File: src/rtl/inst_loader_pkg.sv
// Shared loader definitions: state encoding, stream framing constants and the header length check.
package inst_loader_pkg;

    localparam int BYTES_PER_INST = 4;
    localparam int LDR_HDR_BYTES  = 2;

    typedef enum logic [2:0] {
        LDR_IDLE  = 3'd0,
        LDR_HDR0  = 3'd1,
        LDR_HDR1  = 3'd2,
        LDR_DATA  = 3'd3,
        LDR_WRITE = 3'd4,
        LDR_DONE  = 3'd5
    } ldr_state_e;

    // A load may fill the RAM exactly but never exceed its depth.
    function automatic logic ldr_len_too_long(input logic [15:0] len, input int unsigned addr_width);
        logic [16:0] depth;
        depth = 17'd1 << addr_width;
        return {1'b0, len} > depth;
    endfunction

endpackage

File: src/rtl/inst_loader_word_assembler.sv
// Collects four stream bytes into a little-endian instruction word.
module ldr_word_assembler
    import inst_loader_pkg::*;
(
    input  logic                          clk,
    input  logic                          rst,
    input  logic                          clr_i,
    input  logic                          byte_valid_i,
    input  logic [7:0]                    byte_i,
    output logic [8*BYTES_PER_INST-1:0]   word_o,
    output logic                          word_ready_o
);

    localparam int IDX_W = $clog2(BYTES_PER_INST);

    logic [IDX_W-1:0]              byte_idx_q;
    logic [8*BYTES_PER_INST-1:0]   word_q;

    // The word completes on the byte that lands in the top lane.
    assign word_ready_o = byte_valid_i && (byte_idx_q == IDX_W'(BYTES_PER_INST - 1));
    assign word_o       = word_q;

    // Byte lane index and word register; the index wraps to 0 after the top lane.
    always_ff @(posedge clk) begin
        if (rst) begin
            byte_idx_q <= {IDX_W{1'b0}};
            word_q     <= {(8*BYTES_PER_INST){1'b0}};
        end else if (clr_i) begin
            byte_idx_q <= {IDX_W{1'b0}};
        end else if (byte_valid_i) begin
            byte_idx_q                <= byte_idx_q + IDX_W'(1);
            word_q[8*byte_idx_q +: 8] <= byte_i;
        end
    end

endmodule

File: src/rtl/inst_loader.sv
// Streams a length-prefixed byte image into instruction RAM from word 0, holding the core until it completes.
module inst_loader
    import inst_loader_pkg::*;
#(
    parameter int ADDR_WIDTH = 10,
    parameter int INST_WIDTH = 32
) (
    input  logic                    clk,
    input  logic                    rst,
    input  logic                    start_i,
    input  logic                    s_valid_i,
    input  logic [7:0]              s_data_i,
    output logic                    s_ready_o,
    output logic                    mem_en_o,
    output logic                    mem_we_o,
    output logic [ADDR_WIDTH-1:0]   mem_addr_o,
    output logic [INST_WIDTH-1:0]   mem_din_o,
    output logic                    cpu_hold_o,
    output logic                    busy_o,
    output logic                    done_o,
    output logic                    err_len_o,
    output logic [ADDR_WIDTH:0]     words_written_o
);

    ldr_state_e                state_q, state_d;
    logic [7:0]                len_lo_q, len_lo_d;
    logic [ADDR_WIDTH:0]       wr_addr_q, wr_addr_d;
    logic [ADDR_WIDTH:0]       remaining_q, remaining_d;
    logic [ADDR_WIDTH:0]       words_q, words_d;
    logic [ADDR_WIDTH-1:0]     addr_q, addr_d;
    logic                      done_q, done_d;
    logic                      err_q, err_d;
    logic                      hold_q, hold_d;
    logic                      busy_q, busy_d;
    logic                      rdy_q, rdy_d;
    logic                      we_q, we_d;

    logic                      acc_s;
    logic                      word_ready_s;
    logic [15:0]               len_s;
    logic [INST_WIDTH-1:0]     asm_word_s;

    assign acc_s = s_valid_i && rdy_q;
    assign len_s = {s_data_i, len_lo_q};

    ldr_word_assembler u_asm (
        .clk          (clk),
        .rst          (rst),
        .clr_i        (state_q == LDR_HDR1),
        .byte_valid_i (acc_s && (state_q == LDR_DATA)),
        .byte_i       (s_data_i),
        .word_o       (asm_word_s),
        .word_ready_o (word_ready_s)
    );

    // Next state, counters and status; outputs are derived from the next state so they register cleanly.
    always_comb begin
        state_d     = state_q;
        len_lo_d    = len_lo_q;
        wr_addr_d   = wr_addr_q;
        remaining_d = remaining_q;
        words_d     = words_q;
        done_d      = done_q;
        err_d       = err_q;

        case (state_q)
            LDR_IDLE, LDR_DONE: begin
                if (start_i) begin
                    state_d = LDR_HDR0;
                    done_d  = 1'b0;
                    err_d   = 1'b0;
                    words_d = {(ADDR_WIDTH+1){1'b0}};
                end else begin
                    state_d = state_q;
                end
            end
            LDR_HDR0: begin
                if (acc_s) begin
                    len_lo_d = s_data_i;
                    state_d  = LDR_HDR1;
                end else begin
                    state_d = LDR_HDR0;
                end
            end
            LDR_HDR1: begin
                if (!acc_s) begin
                    state_d = LDR_HDR1;
                end else if (len_s == 16'd0) begin
                    state_d = LDR_DONE;
                    done_d  = 1'b1;
                end else if (ldr_len_too_long(len_s, ADDR_WIDTH)) begin
                    state_d = LDR_DONE;
                    err_d   = 1'b1;
                end else begin
                    remaining_d = len_s[ADDR_WIDTH:0];
                    wr_addr_d   = {(ADDR_WIDTH+1){1'b0}};
                    state_d     = LDR_DATA;
                end
            end
            LDR_DATA: begin
                if (word_ready_s) begin
                    state_d = LDR_WRITE;
                end else begin
                    state_d = LDR_DATA;
                end
            end
            LDR_WRITE: begin
                wr_addr_d   = wr_addr_q + (ADDR_WIDTH+1)'(1);
                remaining_d = remaining_q - (ADDR_WIDTH+1)'(1);
                words_d     = words_q + (ADDR_WIDTH+1)'(1);
                if (remaining_q == (ADDR_WIDTH+1)'(1)) begin
                    state_d = LDR_DONE;
                    done_d  = 1'b1;
                end else begin
                    state_d = LDR_DATA;
                end
            end
            default: begin
                state_d = LDR_IDLE;
            end
        endcase

        rdy_d  = state_d inside {LDR_HDR0, LDR_HDR1, LDR_DATA};
        busy_d = state_d inside {LDR_HDR0, LDR_HDR1, LDR_DATA, LDR_WRITE};
        we_d   = (state_d == LDR_WRITE);
        addr_d = we_d ? wr_addr_d[ADDR_WIDTH-1:0] : addr_q;
        // The core only runs from a successfully loaded image.
        hold_d = !((state_d == LDR_DONE) && !err_d);
    end

    // State and registered outputs.
    always_ff @(posedge clk) begin
        if (rst) begin
            state_q     <= LDR_IDLE;
            len_lo_q    <= 8'd0;
            wr_addr_q   <= {(ADDR_WIDTH+1){1'b0}};
            remaining_q <= {(ADDR_WIDTH+1){1'b0}};
            words_q     <= {(ADDR_WIDTH+1){1'b0}};
            addr_q      <= {ADDR_WIDTH{1'b0}};
            done_q      <= 1'b0;
            err_q       <= 1'b0;
            hold_q      <= 1'b1;
            busy_q      <= 1'b0;
            rdy_q       <= 1'b0;
            we_q        <= 1'b0;
        end else begin
            state_q     <= state_d;
            len_lo_q    <= len_lo_d;
            wr_addr_q   <= wr_addr_d;
            remaining_q <= remaining_d;
            words_q     <= words_d;
            addr_q      <= addr_d;
            done_q      <= done_d;
            err_q       <= err_d;
            hold_q      <= hold_d;
            busy_q      <= busy_d;
            rdy_q       <= rdy_d;
            we_q        <= we_d;
        end
    end

    assign s_ready_o       = rdy_q;
    assign mem_en_o        = we_q;
    assign mem_we_o        = we_q;
    assign mem_addr_o      = addr_q;
    assign mem_din_o       = asm_word_s;
    assign cpu_hold_o      = hold_q;
    assign busy_o          = busy_q;
    assign done_o          = done_q;
    assign err_len_o       = err_q;
    assign words_written_o = words_q;

endmodule

File: config.mk
export PLATFORM = sky130hd
export DESIGN_NAME = inst_loader
export DESIGN_NICKNAME = d
export VERILOG_FILES = /design/src/rtl/inst_loader_pkg.sv /design/src/rtl/inst_loader_word_assembler.sv /design/src/rtl/inst_loader.sv
export SDC_FILE = /design/constraint.sdc
export NUM_CORES = 1
export LEC_CHECK = 0
export ABC_AREA = 0
export CORE_ASPECT_RATIO = 0.7
export CORE_MARGIN = 5
export CORE_UTILIZATION = 46
export DETAILED_ROUTE_END_ITERATION = 10
export PLACE_DENSITY = 0.79
export SLEW_MARGIN = 20
export SYNTH_ARGS = -nofsm -noshare
export SYNTH_HDL_FRONTEND = slang
export SYNTH_HIERARCHICAL = 1
export SYNTH_SLANG_ARGS = --single-unit
File: constraint.sdc
create_clock -name clk -period 2.4 [get_ports clk]
set_clock_uncertainty 0.2 [all_clocks]
set_input_delay 0.24 -clock clk [delete_from_list [all_inputs] [get_ports clk]]
set_output_delay 0.24 -clock clk [all_outputs]
set_load 0.05 [all_outputs]
Yosys cells after proc, flatten, opt, wreduce, memory -nomap -nowiden --
Index checks and enable logic that the tools add are counted. Widths: inputs -> output; s select.
Word-level totals: bits in registers 94, input port bits 12, output and inout port bits 60, word-level logic and storage cells 91
Operators by class: $add $sub $neg 5, $lt $le $gt $ge 1, equal/unequal tests 18, shifts and indexed selects 2, muxes and demuxes 29, bitwise operators 1, reduce and logical (&&, ||, !) cells 20
Operators by type and width (count):
- $mux 11 | 7
- $pmux 11 s2 | 3
- $neg 5->34 | 1
- $shift 8x34->32 const A | 1
- $shiftx 8x34->32 | 1
- $bwmux 32 | 1
- $add 11x1->11 const B | 2
- $mux 3 | 6
- $gt 16x11->1 const B | 1
- $logic_not 16->1 | 1
- $pmux 3 s5 | 1
- $eq 3x2->1 const B | 4
- $eq 3x3->1 const B | 4
- $ne 2x2->1 const B | 6
- $eq 11x1->1 const B | 1
- $sub 11x1->11 const B | 1
- $mux 1 | 8
- $eq 3x1->1 const B | 2
- $reduce_and 2->1 | 3
- $reduce_bool 3->1 | 2
- $reduce_and 5->1 | 1
- $logic_and 1x1->1 | 4
- $reduce_and 4->1 | 1
- $reduce_bool 2->1 | 2
- 10 further kinds | 12

Depth between registers and ports, before layout --
word-level depth 8, depth in mapped cells 10, mapped depth without buffers 8

Modules after synthesis --
Netlist, hierarchy kept.
By module, submodules not included:
- inst_loader | instances 1, cells an instance 355, area an instance 2897.8 um2, sequential area each 1181.1 um2
- ldr_word_assembler | instances 1, cells an instance 130, area an instance 1325.0 um2, sequential area each 680.7 um2

Worst setup path after synthesis --
Ideal clock, no wire load.
path type reg2reg, from register rdy_q (netlist: s_ready_o), to register addr_q[8] (netlist: mem_addr_o[8]), arrival time 2.201 ns, slack -0.087 ns, stages on the path, launching flop included 10, path buffers 3, clock period less this slack 2.487 ns, path through dfxtp_1 > and2_1 > and3_1 > buf_6 > and2_2 > and3_1 > clkbuf_1 > buf_2 > nor2_1 > a211oi_1
On the way: word-level cells in the longest chain between the ends 6, elaborated cells between the ends (all ways) 10, those cells by class eq/ne (1); mux (6); reduce/logical (3)
Ends and longest elaborated chain:
- from (decl) | line inst_loader.sv:35 | logic rdy_q, rdy_d;
- from (signal assigned) | line inst_loader.sv:157 | rdy_q <= rdy_d;
- $logic_and 1x1->1 | line inst_loader.sv:43 | assign acc_s = s_valid_i && rdy_q;
- $logic_and 1x1->1 | line inst_loader.sv:50 | .byte_valid_i (acc_s && (state_q == LDR_DATA)),
- $logic_and 1x1->1 | line inst_loader_word_assembler.sv:20 | assign word_ready_o = byte_valid_i && (byte_idx_q == IDX_W'(BYTES_PER_INST - 1));
- net word_ready_s | line inst_loader.sv:39 | logic word_ready_s;
- $mux 3 | line inst_loader.sv:101 | if (word_ready_s) begin
- $pmux 3 s5 | line inst_loader.sv:66 | case (state_q)
- $eq 3x3->1 | line inst_loader.sv:125 | we_d = (state_d == LDR_WRITE);
- to (signal assigned) | line inst_loader.sv:139 | addr_q <= {ADDR_WIDTH{1'b0}};
- to (signal assigned) | line inst_loader.sv:152 | addr_q <= addr_d;
- to (decl) | line inst_loader.sv:30 | logic [ADDR_WIDTH-1:0] addr_q, addr_d;
The timed path passes the listed nets, and every way through them passes these cells. The select of a mux whose other input is x is not followed. A chain may end at the register's enable or synchronous reset.

Worst setup path after layout --
from register state_q[0], to register busy_q (netlist: busy_o)
On the way: word-level cells in the longest chain between the ends 7, elaborated cells between the ends (all ways) 17, those cells by class eq/ne (9); mux (3); reduce/logical (5)
Ends and longest elaborated chain:
- from (decl) | line inst_loader.sv:25 | ldr_state_e state_q, state_d;
- from (signal assigned) | line inst_loader.sv:147 | state_q <= state_d;
- $eq 3x2->1 (*) | line inst_loader.sv:50
- $logic_and 1x1->1 (*) | line inst_loader.sv:50
- $logic_and 1x1->1 (*) | line inst_loader_word_assembler.sv:20
- net word_ready_s | line inst_loader.sv:39
- $mux 3 (*) | line inst_loader.sv:101
- $pmux 3 s5 (*) | line inst_loader.sv:66
- $eq 3x1->1, or another cell as far along | line inst_loader.sv:124 | busy_d = state_d inside {LDR_HDR0, LDR_HDR1, LDR_DATA, LDR_WRITE};
- $reduce_bool 4->1 (*) | line inst_loader.sv:124
- to (signal assigned) | line inst_loader.sv:156 | busy_q <= busy_d;
- to (decl) | line inst_loader.sv:34 | logic busy_q, busy_d;
The timed path passes the listed nets; every way through them passes the cells marked *.

==> impl_metrics.env <==
export IMPL_min_period_over_period_pct=94.3
export IMPL_syn_cell_area_mm2=0.00422
export IMPL_worst_setup_path_start_kind="flip-flop"
export IMPL_rows=29
export IMPL_rsz0062_at_grt="no"
export IMPL_vias_per_cell=5.71
export IMPL_hpwl_um=8190
export IMPL_die_y_um=90.2
export IMPL_finalSetupTns_ps=0
export IMPL_status="finished clean"
export IMPL_grt_pass1_vias=3794
export IMPL_ys_top_cells_by_area="dfxtp_1, a21oi_1, nor2_1, nand2_1, nand3_1"
export IMPL_place_ws_ps=-212
export IMPL_maxCapViolCount=0
export IMPL_drtIter0Drc=389
export IMPL_cp_end_kind="flip-flop"
export IMPL_cts_tree="built"
export IMPL_synth_top_area_share_pct=44.1
export IMPL_synth_top_cells_by_count="dfxtp_1, nor2_1, nand2_1, a21oi_1, nand3_1"
export IMPL_grt_usage_pct=20.1
export IMPL_synth_area_leader_cell="dfxtp_1"
export IMPL_synth_edf_count=0
export IMPL_cts_hold_buf=0
export IMPL_setup_viol=0
export IMPL_die_x_um=125
export IMPL_cts_sinks=93
export IMPL_holdWs_ps=181
export IMPL_grt_start_max_net_pins=82
export IMPL_grt_pass1_wl_um=18700
export IMPL_cts_resized=0
export IMPL_critical_path_class="reg -> reg"
export IMPL_drv_slew=0
export IMPL_maxSlewHeadroom_pct=64.0
export IMPL_cellLeakagePower_nw=1.92
export IMPL_finalHoldViolations=0
export IMPL_h_tree_depth=3
export IMPL_cts_made_buffers=9
export IMPL_cp_data_arrival_time_ps=2290
export IMPL_n_antenna_cell=0
export IMPL_fill_cells=790
export IMPL_r2r_end="busy_o"
export IMPL_synth_cells=485
export IMPL_synth_fp_nets=506
export IMPL_ys_async_sr_fraction_pct=0
export IMPL_io_buffers=71
export IMPL_cts_root_buf="clkbuf_16"
export IMPL_pwr_density_cell_mw_per_mm2=586
export IMPL_nets=594
export IMPL_ys_ff_latch=93
export IMPL_area_growth_pct=30.5
export IMPL_r2r_cells=8
export IMPL_r2r_start="state_q[0]"
export IMPL_routedWlPerCell_um=16.0
export IMPL_vias=4007
export IMPL_gp_congestion=0.885
export IMPL_core_mm2=0.00900
export IMPL_grt_ovfl_total=0
export IMPL_ir_drop_mv=0.463
export IMPL_timing_fmax_mhz=442
export IMPL_critPathLaunch="state_q[0]"
export IMPL_required_ps=2430
export IMPL_ys_flop_type="dfxtp_1"
export IMPL_endpoint="busy_o"
export IMPL_routed_wl_um=11200
export IMPL_tightest_slew_ps=537
export IMPL_path_max_fanout=10
export IMPL_syn_area_per_cell_um2=8.71
export IMPL_r2r_slack_ps=140
export IMPL_postCtsSetupRepairBufs=0
export IMPL_io_pins=72
export IMPL_yosysMostFrequentCell="dfxtp_1"
export IMPL_ant_nets=0
export IMPL_yosysSeqAreaShare_pct=44.1
export IMPL_hp_class="in -> reg"
export IMPL_initial_utilization_pct=46.9
export IMPL_dr_pass1_iters=4
export IMPL_drive_gt1_share_pct=12.6
export IMPL_yosys_warnings=6
export IMPL_cts_buffer_depth=2
export IMPL_worst_slack_ps=136
export IMPL_drc=0
export IMPL_period_minus_slack_ps=2260
export IMPL_die_area_mm2=0.0112
export IMPL_ys_types=60
export IMPL_clkTransAtPathRegs_ps=70
export IMPL_antenna_found_initial=0
export IMPL_clkLatencyLatePin_ps=350
-- worst min-delay path by stage --
stage	from	end	cells after the start
finish	rst	u_asm/word_o[4]	3
global route	rst	u_asm/word_o[30]	3
CTS	rst	wr_addr_q[1]	3
detailed placement	u_asm/word_o[4]	u_asm/word_o[4]	2
global placement	u_asm/word_o[30]	u_asm/word_o[30]	2
floorplan	s_data_i[2]	u_asm/word_o[10]	1
-- worst max-delay path, cell delays in order (launching register included) --
cell,delay (ps)
dfxtp_1,420
nor2b_1,200
and3_1,210
and2_2,180
a21oi_1,140
o21ai_0,120
a22oi_2,270
nor2_1,70
a311oi_1,340
-- sequential cells by signal, indices dropped and copies added (netlist names) --
register / count
u_asm/word_o: 32
len_lo_q: 8
busy_o: 1
mem_addr_o: 10
state_q: 3
words_written_o: 11
mem_en_o: 1
err_len_o: 1
wr_addr_q: 10
remaining_q: 11
s_ready_o: 1
done_o: 1
cpu_hold_o: 1
u_asm/byte_idx_q: 2
-- where the power goes --
group | switching [W] | leakage, nW | internal (W) | total (W)
clock | 0.000608 | 0.146 | 0.000810 | 0.00142
combinational | 0.000145 | 1.03 | 0.0000927 | 0.000237
sequential | 0.0000166 | 0.750 | 0.00156 | 0.00157
total | 0.000769 | 1.92 | 0.00246 | 0.00323
-- cell families (layout without fill, tap and decap cells) --
| group | count (synthesis) | in the layout | synth area share, % |
|---|---|---|---|
| DFF | 93 | 93 | 44.1 |
| AOI/OAI and AO/OA | 128 | 128 | 20.2 |
| adders and majority gates | 9 | 9 | 2.67 |
| buffers and inverters | 39 | 132 | 4.92 |
| muxes | 4 | 4 | 1.10 |
| and+or+nand+nor | 209 | 209 | 26.4 |
| xor gates and xnor gates | 3 | 3 | 0.622 |
-- metal layers --
layer / vias to the layer above / global-route usage (%) / wire, um
li1: 1947 / - / -
met1: 1927 / 26.5 / 5160
met2: 120 / 31.9 / 5140
met3: 13 / 6.10 / 788
met4: 0 / 5.84 / 119
met5: - / 0 / 0
-- final cells by class --
type	count	area [um2]	share of cell area, %
Sequential cell	93	1860	33.8
Multi-Input combinational cell	353	2160	39.3
Timing Repair Buffer	106	993	18.0
Inverter	10	37.5	0.681
Clock inverter	7	73.8	1.34
Clock buffer	9	225	4.09
Tap cell	124	155	2.81
-- cells in the final DEF, fill, tap and decap left out, types with 5 or more instances in the layout --
| cell type | n |
|---|---|
| dfxtp_1 | 92 |
| clkdlybuf4s50_1 | 70 |
| nor2_1 | 51 |
| nand2_1 | 48 |
| a21oi_1 | 42 |
| nand3_1 | 35 |
| buf_4 | 33 |
| nor3_1 | 21 |
| o21ai_0 | 21 |
| a22o_1 | 16 |
| a311oi_1 | 12 |
| inv_1 | 10 |
| a211oi_1 | 10 |
| ha_1 | 9 |
| clkbuf_16 | 9 |
| a31oi_1 | 8 |
| and2_1 | 5 |
| nand4_1 | 5 |
| nand3b_1 | 5 |
-- metrics by stage --
stage / total power, W / utilization (%) / cells / instance area (um2)
after floorplan: 0.00173 / - / 485 / 4230
after global placement: 0.00183 / 57.8 / 686 / 5200
after detailed placement: 0.00184 / 57.8 / 686 / 5200
after CTS: 0.00325 / 61.1 / 702 / 5500
after global routing: 0.00334 / 61.2 / 702 / 5510
final: 0.00323 / 61.2 / 702 / 5510
No activity file was read; power rests on OpenSTA's default activity.
